**src/rtl/axi_burst_ctrl_pkg.sv**
```systemverilog
// -----------------------------------------------------------------------------
// axi_burst_ctrl_pkg
// Shared cache package: burst controller state encoding, AXI burst-type and
// response constants, and a response-classification helper.
// -----------------------------------------------------------------------------
package axi_burst_ctrl_pkg;

    // Controller state encoding (kept as plain constants for legacy tools)
    typedef logic [2:0] state_t;

    localparam state_t ST_IDLE = 3'd0;
    localparam state_t ST_AR   = 3'd1;
    localparam state_t ST_R    = 3'd2;
    localparam state_t ST_AW   = 3'd3;
    localparam state_t ST_W    = 3'd4;
    localparam state_t ST_B    = 3'd5;

    // AXI burst type and response codes
    localparam logic [1:0] AXI_BURST_INCR  = 2'b01;
    localparam logic [1:0] AXI_RESP_OKAY   = 2'b00;
    localparam logic [1:0] AXI_RESP_EXOKAY = 2'b01;
    localparam logic [1:0] AXI_RESP_SLVERR = 2'b10;
    localparam logic [1:0] AXI_RESP_DECERR = 2'b11;

    // Anything other than OKAY is treated as an error, including EXOKAY,
    // because the controller never issues exclusive accesses.
    function automatic logic resp_is_err(input logic [1:0] resp);
        return (resp != AXI_RESP_OKAY);
    endfunction

endpackage

```
**src/rtl/axi_burst_ctrl.sv**
```systemverilog
// -----------------------------------------------------------------------------
// axi_burst_ctrl
// Moves one cache block over AXI as a single INCR burst: refill (AR + R) or
// writeback (AW + W + B). The data path lives in a shift register beside this
// block; this controller only sequences it through load_o / shift_en_o.
//
// Ports
//   clk_i, arst_i             clock, asynchronous active-high reset
//   req_rd_i, req_wr_i        refill / writeback requests (level, IDLE only)
//   addr_i                    block-aligned address, latched on accept
//   busy_o, done_o, err_o     status; done_o is a one-cycle pulse, err_o
//                             qualifies it
//   load_o, shift_en_o        shift register parallel-load / shift enable
//   ax_len_o/size_o/burst_o   constant burst attributes
//   ar*/r*/aw*/w*/b*          AXI master channel handshakes
// -----------------------------------------------------------------------------
module axi_burst_ctrl
    import axi_burst_ctrl_pkg::*;
#(
    parameter int AXI_DATA_WIDTH = 32,
    parameter int BLOCK_WIDTH    = 512,
    parameter int AXI_ADDR_WIDTH = 64
) (
    input  logic                      clk_i,
    input  logic                      arst_i,
    input  logic                      req_rd_i,
    input  logic                      req_wr_i,
    input  logic [AXI_ADDR_WIDTH-1:0] addr_i,
    output logic                      busy_o,
    output logic                      done_o,
    output logic                      err_o,
    output logic                      load_o,
    output logic                      shift_en_o,
    output logic [7:0]                ax_len_o,
    output logic [2:0]                ax_size_o,
    output logic [1:0]                ax_burst_o,
    output logic                      arvalid_o,
    input  logic                      arready_i,
    output logic [AXI_ADDR_WIDTH-1:0] araddr_o,
    input  logic                      rvalid_i,
    output logic                      rready_o,
    input  logic                      rlast_i,
    input  logic [1:0]                rresp_i,
    output logic                      awvalid_o,
    input  logic                      awready_i,
    output logic [AXI_ADDR_WIDTH-1:0] awaddr_o,
    output logic                      wvalid_o,
    input  logic                      wready_i,
    output logic                      wlast_o,
    input  logic                      bvalid_i,
    output logic                      bready_o,
    input  logic [1:0]                bresp_i
);

    localparam int BEATS  = BLOCK_WIDTH / AXI_DATA_WIDTH;
    localparam int CNT_W  = (BEATS > 1) ? $clog2(BEATS) : 1;
    localparam int SIZE_L = $clog2(AXI_DATA_WIDTH / 8);
    localparam logic [CNT_W-1:0] LAST_BEAT = CNT_W'(BEATS - 1);

    state_t                      state_r;
    state_t                      state_nxt_s;
    logic [CNT_W-1:0]            cnt_r;
    logic                        err_r;
    logic                        done_r;
    logic [AXI_ADDR_WIDTH-1:0]   addr_r;

    logic                        idle_s;
    logic                        accept_s;
    logic                        last_s;
    logic                        ar_hs_s;
    logic                        r_hs_s;
    logic                        aw_hs_s;
    logic                        w_hs_s;
    logic                        b_hs_s;
    logic                        err_set_s;

    assign idle_s   = (state_r == ST_IDLE);
    assign accept_s = idle_s & (req_wr_i | req_rd_i);
    assign last_s   = (cnt_r == LAST_BEAT);

    assign ar_hs_s  = (state_r == ST_AR) & arready_i;
    assign r_hs_s   = (state_r == ST_R)  & rvalid_i;
    assign aw_hs_s  = (state_r == ST_AW) & awready_i;
    assign w_hs_s   = (state_r == ST_W)  & wready_i;
    assign b_hs_s   = (state_r == ST_B)  & bvalid_i;

    // A read beat is flagged when its response is bad or RLAST disagrees with
    // our own beat count; the count alone still decides completion.
    assign err_set_s = (r_hs_s & (resp_is_err(rresp_i) | (rlast_i != last_s)))
                     | (b_hs_s & resp_is_err(bresp_i));

    // Next-state selection; writeback has priority over refill in IDLE
    always_comb begin
        state_nxt_s = state_r;
        case (state_r)
            ST_IDLE: begin
                if (req_wr_i) begin
                    state_nxt_s = ST_AW;
                end else if (req_rd_i) begin
                    state_nxt_s = ST_AR;
                end else begin
                    state_nxt_s = ST_IDLE;
                end
            end
            ST_AR: begin
                if (arready_i) begin
                    state_nxt_s = ST_R;
                end else begin
                    state_nxt_s = ST_AR;
                end
            end
            ST_R: begin
                if (r_hs_s && last_s) begin
                    state_nxt_s = ST_IDLE;
                end else begin
                    state_nxt_s = ST_R;
                end
            end
            ST_AW: begin
                if (awready_i) begin
                    state_nxt_s = ST_W;
                end else begin
                    state_nxt_s = ST_AW;
                end
            end
            ST_W: begin
                if (w_hs_s && last_s) begin
                    state_nxt_s = ST_B;
                end else begin
                    state_nxt_s = ST_W;
                end
            end
            ST_B: begin
                if (bvalid_i) begin
                    state_nxt_s = ST_IDLE;
                end else begin
                    state_nxt_s = ST_B;
                end
            end
            default: begin
                state_nxt_s = ST_IDLE;
            end
        endcase
    end

    // State, beat counter, sticky error, latched address and done pulse
    always_ff @(posedge clk_i or posedge arst_i) begin
        if (arst_i) begin
            state_r <= ST_IDLE;
            cnt_r   <= '0;
            err_r   <= 1'b0;
            done_r  <= 1'b0;
            addr_r  <= '0;
        end else begin
            state_r <= state_nxt_s;
            done_r  <= (r_hs_s & last_s) | b_hs_s;

            if (accept_s) begin
                addr_r <= addr_i;
            end else begin
                addr_r <= addr_r;
            end

            if (ar_hs_s || aw_hs_s) begin
                cnt_r <= '0;
            end else if (r_hs_s || w_hs_s) begin
                cnt_r <= last_s ? '0 : (cnt_r + CNT_W'(1));
            end else begin
                cnt_r <= cnt_r;
            end

            if (accept_s) begin
                err_r <= 1'b0;
            end else if (err_set_s) begin
                err_r <= 1'b1;
            end else begin
                err_r <= err_r;
            end
        end
    end

    // Channel controls decode straight from the state register, so every
    // valid/ready falls together with the asynchronous reset.
    assign busy_o     = ~idle_s;
    assign done_o     = done_r;
    assign err_o      = err_r & done_r;
    assign load_o     = idle_s & req_wr_i & ~arst_i;
    assign shift_en_o = r_hs_s | w_hs_s;

    assign arvalid_o  = (state_r == ST_AR);
    assign araddr_o   = addr_r;
    assign rready_o   = (state_r == ST_R);
    assign awvalid_o  = (state_r == ST_AW);
    assign awaddr_o   = addr_r;
    assign wvalid_o   = (state_r == ST_W);
    assign wlast_o    = (state_r == ST_W) & last_s;
    assign bready_o   = (state_r == ST_B);

    assign ax_len_o   = 8'(BEATS - 1);
    assign ax_size_o  = 3'(SIZE_L);
    assign ax_burst_o = AXI_BURST_INCR;

endmodule
```
**config.mk**
```make
export PLATFORM = sky130hd
export DESIGN_NAME = axi_burst_ctrl
export DESIGN_NICKNAME = d
export VERILOG_FILES = /design/src/rtl/axi_burst_ctrl_pkg.sv /design/src/rtl/axi_burst_ctrl.sv
export SDC_FILE = /design/constraint.sdc
export NUM_CORES = 1
export LEC_CHECK = 0
export BUFFER_PORTS_ARGS = -buffer_cell sky130_fd_sc_hd__buf_2
export CORE_UTILIZATION = 40
export CTS_BUF_LIST = sky130_fd_sc_hd__clkbuf_8
export DETAILED_ROUTE_END_ITERATION = 8
export PLACE_DENSITY = 0.86
export SETUP_SLACK_MARGIN = 0.1
export SLEW_MARGIN = 20
export SYNTH_ARGS = -nofsm -noshare
export SYNTH_HDL_FRONTEND = slang
export SYNTH_SLANG_ARGS = --single-unit
```
**constraint.sdc**
```tcl
create_clock -name clk_i -period 2.05 [get_ports clk_i]
set_input_delay 0.205 -clock clk_i [delete_from_list [all_inputs] [get_ports clk_i]]
set_output_delay 0.205 -clock clk_i [all_outputs]
set_load 0.1 [all_outputs]
```
==> results.json, run 1 <==
{
  "start_util_pct": 41.25,
  "clockBufferDepth": 2,
  "area_growth_pct": 27.41,
  "fin_tns_setup_ps": 0,
  "synthXorXnorAreaFrac_pct": 0.2435,
  "synth_ff_type": "dfrtp_1",
  "wirelength_um": 7330,
  "synth_async_sr_flop_share_pct": 100.0,
  "crit_start": "cnt_r[0]$_DFFE_PP0P_",
  "drt-initial-drc-count": 43,
  "fmax_mhz": 530.3,
  "num-nets-final": 520,
  "overflow": 0,
  "detail-route-antenna-nets": 0,
  "tightestPinTransition_ps": 785.7,
  "place_hpwl_um": 5607,
  "critPathCaptureType": "primary output",
  "path_max_fanout": 5,
  "critPathArrivalTime_ps": 1680,
  "cts_tree": "yes",
  "max_cap_violations": 0,
  "synth_top_area_share_pct": 50.78,
  "startpoint_type": "flop",
  "avgSynthCellArea_um2": 12.71,
  "synth_compound_gate_area_share_pct": 3.443,
  "synth_most_common_cell": "buf_4",
  "syn_area_mm2": 0.003597,
  "reg2reg_depth": 6,
  "grt_pass1_vias": 2513,
  "drc": 0,
  "ys_warn_count": 0,
  "vias": 2524,
  "cts_buffers": 9,
  "synth_edf_count": 0,
  "synth_commonest_cells": "buf_4 (79), dfrtp_1 (73), mux2_1 (43)",
  "netlist_top_cells_area": "dfrtp_1 (51%), buf_4 (16%), mux2_1 (13%)",
  "grt_max_degree": 39,
  "clock-sinks": 73,
  "clk_latency_ps": 340,
  "viasPerCell": 4.556,
  "drive_gt1_share_pct": 61.88,
  "hold_viol_final": 0,
  "layout_min_cycle_time_ps": 1886,
  "yosys_register_bits": 73,
  "synth_top_family_by_area": "multiplexers",
  "drt-pass1-iter-count": 4,
  "core_mm2": 0.008721,
  "rsz0062_at_grt": "no",
  "n_antenna_cell": 0,
  "worstPathRequired_ps": 1850,
  "muxShareOfSynthArea_pct": 20.35,
  "antenna_found_initial": 0,
  "clk_pin_slew_ps": 80,
  "io_buffers": 216,
  "skew_ps": 10.89,
  "min_path_type": "input pin to asynchronous set/reset pin",
  "grt_usage_pct": 15.84,
  "wl_per_cell_um": 13.23,
  "dieArea_mm2": 0.009376,
  "cts-root-buf": "clkbuf_8",
  "grt_pass1_wl_um": 12070,
  "ys_seq_area_share_pct": 50.78,
  "synth_top_cell_by_area": "dfrtp_1",
  "r2r-start": "state_r[1]$_DFF_PP0_",
  "timing.rr.end": "cnt_r[3]$_DFFE_PP0P_",
  "status": "finished clean",
  "die_w_um": 96.83,
  "placementRows": 34,
  "yosys.cell_types.count": 35,
  "synthAdderAreaFrac_pct": 0.3478,
  "setup_viol": 0,
  "worstSetupPathType": "flop to primary output",
  "regToRegSetupSlack_ps": 260,
  "max_slew_margin_pct": 47.51,
  "syn-instance-count": 283,
  "slew_viol_final": 0,
  "htree_levels": 3,
  "ios": 230,
  "fin_crit_sh_pct": 91.98,
  "gp_congestion": 0.7998,
  "die_h_um": 96.83,
  "yosys.area_share.simple_pct": 5.113
}
-- routing by layer --
metal / wire (µm) / GRT usage, % / share of wire [%]
met4: 122 / 5.166 / 1.7
met2: 3778 / 27.30 / 52
met5: 0 / 0 / 0
met3: 462 / 4.841 / 6.3
met1: 2966 / 18.75 / 40
-- timing repair --
| item | 4_1_cts | 5_1_grt |
|---|---|---|
| buffers inserted | 1 | 1 |
| hold buffers | 0 | 0 |
| endpoints found under the setup margin | 2 | 5 |
| gates resized for setup | 4 | 4 |
-- worst max path at each step --
| stage | end | depth (start not counted) | slack (ps) |
|---|---|---|---|
| floorplan | cnt_r[2]$_DFFE_PP0P_ | 6 | -390 |
| global placement | araddr_o[34]$_DFFE_PP0P_ | 4 | 300 |
| detailed placement | araddr_o[48]$_DFFE_PP0P_ | 4 | 240 |
| CTS | wlast_o | 4 | 120 |
| global route | wlast_o | 4 | 70 |
| finish | wlast_o | 4 | 160 |
-- metrics by stage --
stage	setup slack, ps	area [µm²]	instances	utilization, %	hold slack (ps)
final	164.4	4583	554	52.55	31.20
after global routing	66.36	4583	554	52.55	51.14
after CTS	117.2	4568	553	52.38	43.61
after detailed placement	241.8	4305	536	49.37	425.5
after global placement	302.9	4305	536	49.37	398.7
after floorplan	-386.4	3682	294	-	338.1
-- flip-flops by register name, indices dropped and copies added (netlist names) --
name / flops
cnt_r: 4
done_o: 1
state_r: 3
araddr_o: 64
err_r: 1
-- critical path: stages (launching register included) --
cell	delay, ps
dfrtp_1	430
ha_1	270
and3_2	280
and2_2	190
buf_6	180
-- cells by family (layout without fill, tap and decap cells) --
logic type      count (synthesis)  count (layout)
buf+inv                        92             244
flops                          73              73
mux                            65              65
simple gates                   31              31
compound gates                 18              18
other cells                     2              13
fa+ha+maj                       1               1
xor+xnor                        1               1
-- layout by cell type (no fill, tap or decap), types with 2 or more instances in the layout --
master      count
buf_6           2
clkbuf_4        2
buf_12          4
clkinvlp_4      3
nand2b_1        4
o21ai_0         2
clkbuf_8        9
dfrtp_1        72
mux2_2         22
bufinv_16       3
a21oi_1         5
conb_1         13
buf_2         211
nand2_1         8
nor2_1          4
inv_1           4
mux2_1         43
and2_2          2
nor3b_4         2
buf_4           4
nor2_2          4
-- layout make-up --
cell class              instances  area [µm²]
clock inverters                 7       118.9
fillers                       762        4138
well taps                     108       135.1
clock buffers                   9       123.9
inverters                       5       26.28
flip-flops and latches         73        1828
repair buffers                223        1204
multi-input cells             129        1147
Power of run 1 is left out: the tool's default activity adds up to more than one toggle a clock period on the data nets, which glitch-free logic cannot reach.
==> run 2: changes to the inputs <==
Settings changed: CORE_UTILIZATION 40 to 44, PLACE_DENSITY 0.86 to 0.8.
Clock period 2.05 ns to 2 ns, I/O delays scaled along.
==> run 2 against run 1 <==
Net effect: final cell count fell by 0.54%; worst hold slack gained 30 ps; clock-buffer cell count is the same; clock skew grew 3.6 ps; critical endpoint is now awvalid_o.
==> results.json, run 2 (synthesis gave the netlist of run 1 again) <==
{
  "num-fill-cells": 689,
  "htree_levels": 3,
  "grt_max_degree": 74,
  "hold_viol_final": 0,
  "grt_usage_pct": 16.98,
  "cts_buffers": 9,
  "final_cell_mix": "buf_2 (210), dfrtp_1 (73), mux2_1 (43)",
  "layout_commonest_cell": "buf_2",
  "slew_viol_final": 0,
  "path_max_fanout": 8,
  "layout_min_cycle_time_ps": 1832,
  "skew_ps": 14.48,
  "critPathArrivalTime_ps": 1630,
  "finalHoldWorstSlack_ps": 60.75,
  "wirelength_um": 7278,
  "largest_reg_flops": 64,
  "fin_cells": 551,
  "dieArea_mm2": 0.008541,
  "worstSetupPathType": "flop to primary output",
  "io_buffers": 216,
  "max_cap_violations": 0,
  "setup_viol": 0,
  "num-nets-final": 523,
  "status": "finished clean",
  "cts-root-buf": "clkbuf_8",
  "dp_worst_setup_slack_ps": 291.0,
  "grt_pass1_wl_um": 11210,
  "core_mm2": 0.007807,
  "min_path_type": "input pin to flop",
  "drc": 0,
  "die_h_um": 92.42,
  "drt-initial-drc-count": 21,
  "vias": 2515,
  "placementRows": 32,
  "ios": 230,
  "die_w_um": 92.42,
  "gp_congestion": 0.7336,
  "clk_latency_ps": 350,
  "clockBufferDepth": 2,
  "fin_crit_sh_pct": 91.61,
  "fmax_mhz": 545.8,
  "clock-sinks": 73,
  "area_growth_pct": 27.97,
  "place_hpwl_um": 5633,
  "wl_per_cell_um": 13.21,
  "viasPerCell": 4.564,
  "critPathCaptureType": "primary output",
  "detail-route-antenna-nets": 0,
  "rsz0062_at_grt": "no",
  "antenna_found_initial": 0,
  "grt_pass1_vias": 2340,
  "drt-pass1-iter-count": 4,
  "start_util_pct": 46.07,
  "startpoint_type": "flop",
  "cts_tree": "yes",
  "dp_cells": 531,
  "overflow": 0,
  "worstPathRequired_ps": 1800,
  "setup_ws_ps": 167.8,
  "drive_gt1_share_pct": 61.92,
  "n_antenna_cell": 0,
  "clk_pin_slew_ps": 90
}
## run 2: cell count changes in the layout (fill, tap and decap cells not counted), sizes merged
| cell | previous run | this run |
|---|---|---|
| clkbuf | 11 | 12 |
| dlygate4sd3 | 0 | 1 |
| bufinv | 3 | 2 |
| buf | 221 | 222 |
| inv | 5 | 4 |
| clkinv | 1 | 2 |
| clkinvlp | 3 | 4 |
## run 2: layer usage
metal | vias to the layer above | part of all wire (%) | track usage (%) | wire, µm
met3 | 12 | 7.5 | 5.090 | 545
met1 | 1184 | 38 | 19.90 | 2734
met4 | 0 | 1.5 | 7.422 | 108
met2 | 126 | 53 | 28.70 | 3889
li1 | 1193 | - | - | -
met5 | - | 0 | 0 | 0
## run 2: critical path: stages, from the launching register on
cell	delay (ps)
dfrtp_1	380
buf_4	160
nand2b_1	190
nor2_2	120
buf_2	440
## run 2: worst paths after layout
path | from | to | slack [ps] | depth (start not counted)
min | addr_i[16] | araddr_o[16]$_DFFE_PP0P_ | 60 | 2
min in group asynchronous | arst_i | araddr_o[29]$_DFFE_PP0P_ | 530 | 4
max in group asynchronous | arst_i | cnt_r[2]$_DFFE_PP0P_ | 1150 | 4
max reg2reg | state_r[1]$_DFF_PP0_ | araddr_o[63]$_DFFE_PP0P_ | 280 | 4
min reg2reg | araddr_o[51]$_DFFE_PP0P_ | araddr_o[51]$_DFFE_PP0P_ | 500 | 1
max | state_r[2]$_DFF_PP0_ | awvalid_o | 170 | 4
## run 2: area by class of cell
cell class | instances | area [µm²] | share of cell area [%]
Sequential cell | 73 | 1827 | 39.68
Timing Repair Buffer | 226 | 1252 | 27.21
Multi-Input combinational cell | 129 | 1150 | 24.98
Tap cell | 102 | 127.6 | 2.772
Clock buffer | 9 | 123.9 | 2.691
Clock inverter | 7 | 96.34 | 2.093
Inverter | 5 | 26.28 | 0.5708
## run 2: through the flow
stage / cell area, µm² / setup TNS (ps) / utilization [%]
2_1_floorplan: 3682 / -1657 / -
3_5_place_dp: 4335 / 0 / 55.53
6_report: 4603 / 0 / 58.96
3_3_place_gp: 4335 / 0 / 55.53
4_1_cts: 4584 / 0 / 58.72
5_1_grt: 4603 / 0 / 58.96
## run 2: timing repair
action | CTS | global route
hold buffers | 1 | 0
endpoints found under the setup margin | 2 | 5
setup buffers | 2 | 1
gates resized for setup | 2 | 4
endpoints found under the hold margin | 35 | 0
Power of run 2 is left out for the same reason.
==> run 3: changes to the inputs <==
Settings changed: BUFFER_PORTS_ARGS -buffer_cell sky130_fd_sc_hd__buf_2 to -buffer_cell sky130_fd_sc_hd__clkbuf_2, CORE_MARGIN set to 3.
==> run 3 against run 2 <==
Net effect: worst setup slack worse by 49 ps; utilization fell by 0.36 points; maximum frequency decreased by 2.6%; first-iteration DRC count grew 120%; global-route usage is 1.4 points lower; die area increased by 8.8%; non-clock buffer count is 5 higher; critical path type unchanged.
==> results.json, run 3 (synthesis gave the netlist of run 1 again) <==
{
  "status": "finished clean",
  "viasPerCell": 4.625,
  "cts_buffers": 9,
  "overflow": 0,
  "cpMaxStageDelayCell": "dfrtp_1",
  "cts_tree": "yes",
  "detail-route-antenna-nets": 0,
  "worstSetupPathType": "flop to primary output",
  "die_w_um": 96.42,
  "gp_congestion": 0.7708,
  "use_met1_pct": 18.10,
  "max_slew_margin_pct": 62.46,
  "cts-root-buf": "clkbuf_8",
  "worstPathRequired_ps": 1800,
  "drt-initial-drc-count": 46,
  "htree_levels": 3,
  "critPathCaptureType": "primary output",
  "slowest_delay_ps": 390,
  "grt_busiest_layer": "met2",
  "drt-pass1-iter-count": 4,
  "critPathTopFamily": "buffers and inverters",
  "area_growth_pct": 27.83,
  "vias": 2567,
  "place_hpwl_um": 6160,
  "use_met3_pct": 4.725,
  "drc": 0,
  "critPathBufInv": 3,
  "crit_path_cell_trace": "buf_4 > and4bb_2 > a21oi_4 > clkinvlp_4 > buf_12",
  "layout_min_cycle_time_ps": 1881,
  "max_cap_violations": 0,
  "num-nets-final": 528,
  "skew_ps": 4.074,
  "wirelength_um": 7886,
  "crit_start": "state_r[2]$_DFF_PP0_",
  "antenna_found_initial": 0,
  "path_max_fanout": 8,
  "grt_pass1_vias": 2356,
  "min_path_type": "input pin to flop",
  "fmax_mhz": 531.6,
  "dieArea_mm2": 0.009297,
  "layout_commonest_cell": "clkbuf_2",
  "setup_viol": 0,
  "clock-sinks": 73,
  "start_util_pct": 45.84,
  "rsz0062_at_grt": "yes",
  "drive_gt1_share_pct": 62.69,
  "hold_viol_final": 0,
  "n_antenna_cell": 0,
  "finalHoldWorstSlack_ps": 75.38,
  "hold_start": "addr_i[1]",
  "slew_viol_final": 0,
  "dp_cells": 532,
  "placementRows": 32,
  "r2r-start": "state_r[2]$_DFF_PP0_",
  "fin_cells": 555,
  "core_mm2": 0.007848,
  "largest_reg_flops": 64,
  "grt_pass1_wl_um": 11070,
  "clockBufferDepth": 2,
  "clk_latency_ps": 330,
  "startpoint_type": "flop",
  "final_cell_mix": "clkbuf_2 (209), dfrtp_1 (73), mux2_1 (43)",
  "grt_max_degree": 38,
  "met2_usage_pct": 27.08,
  "io_buffers": 216,
  "critPathArrivalTime_ps": 1680,
  "fin_crit_sh_pct": 94.06,
  "grt_usage_pct": 15.53,
  "tightestPinTransition_ps": 565.5,
  "die_h_um": 96.42,
  "clk_pin_slew_ps": 70,
  "wl_per_cell_um": 14.21,
  "ios": 230
}
-- run 3: cell types whose count changed in the layout (fill, tap and decap cells not counted), moves of 2 or more --
cell       before  now
buf_4           5    8
buf_2         210    1
clkinv_2        0    2
clkinv_4        2    0
bufinv_16       2    0
buf_6           1    3
clkbuf_2        0  209
-- run 3: final cells by class --
cell class              count  area, µm²
clock buffers              10      137.6
flip-flops and latches     73       1827
clock inverters             5      32.53
fillers                   691       3249
repair buffers            231       1297
multi-input cells         129       1150
inverters                   5      26.28
well taps                 102      127.6
-- run 3: worst register-to-register path, cell delays in order (launching register included) --
cell,delay (ps)
dfrtp_1,390
buf_4,140
or3_4,360
nor2_4,180
buf_12,230
mux2_1,380
-- run 3: path summary, 6_finish.rpt --
| check | endpoint | slack (ps) | depth (start not counted) |
|---|---|---|---|
| hold reg to reg | araddr_o[53]$_DFFE_PP0P_ | 510 | 1 |
| hold / removal | araddr_o[1]$_DFFE_PP0P_ | 80 | 2 |
| max in group asynchronous | araddr_o[11]$_DFFE_PP0P_ | 1190 | 4 |
| setup / recovery | shift_en_o | 120 | 5 |
| min in group asynchronous | state_r[1]$_DFF_PP0_ | 370 | 3 |
| setup reg to reg | araddr_o[15]$_DFFE_PP0P_ | 190 | 5 |
-- run 3: repair_timing --
item / CTS / global route
setup buffers: 1 / 6
gates resized for setup: 4 / 6
endpoints found under the hold margin: 5 / 0
hold buffers: 1 / 0
setup endpoints to repair: 5 / 3
-- run 3: routing by layer --
| layer | routed length (µm) | up-vias |
|---|---|---|
| met5 | 0 | - |
| met4 | 93 | 0 |
| met3 | 665 | 10 |
| met2 | 4183 | 127 |
| met1 | 2944 | 1225 |
| li1 | - | 1205 |
-- run 3: metrics by stage --
stage | instance area [µm²] | setup slack [ps] | util, % | setup TNS, ps
5_1_grt | 4598 | 50.70 | 58.59 | 0
4_1_cts | 4542 | 71.23 | 57.88 | 0
6_report | 4598 | 118.8 | 58.59 | 0
3_3_place_gp | 4343 | 306.6 | 55.34 | 0
2_1_floorplan | 3682 | -436.4 | - | -1657
3_5_place_dp | 4343 | 266.0 | 55.34 | 0
Power of run 3 is left out for the same reason.
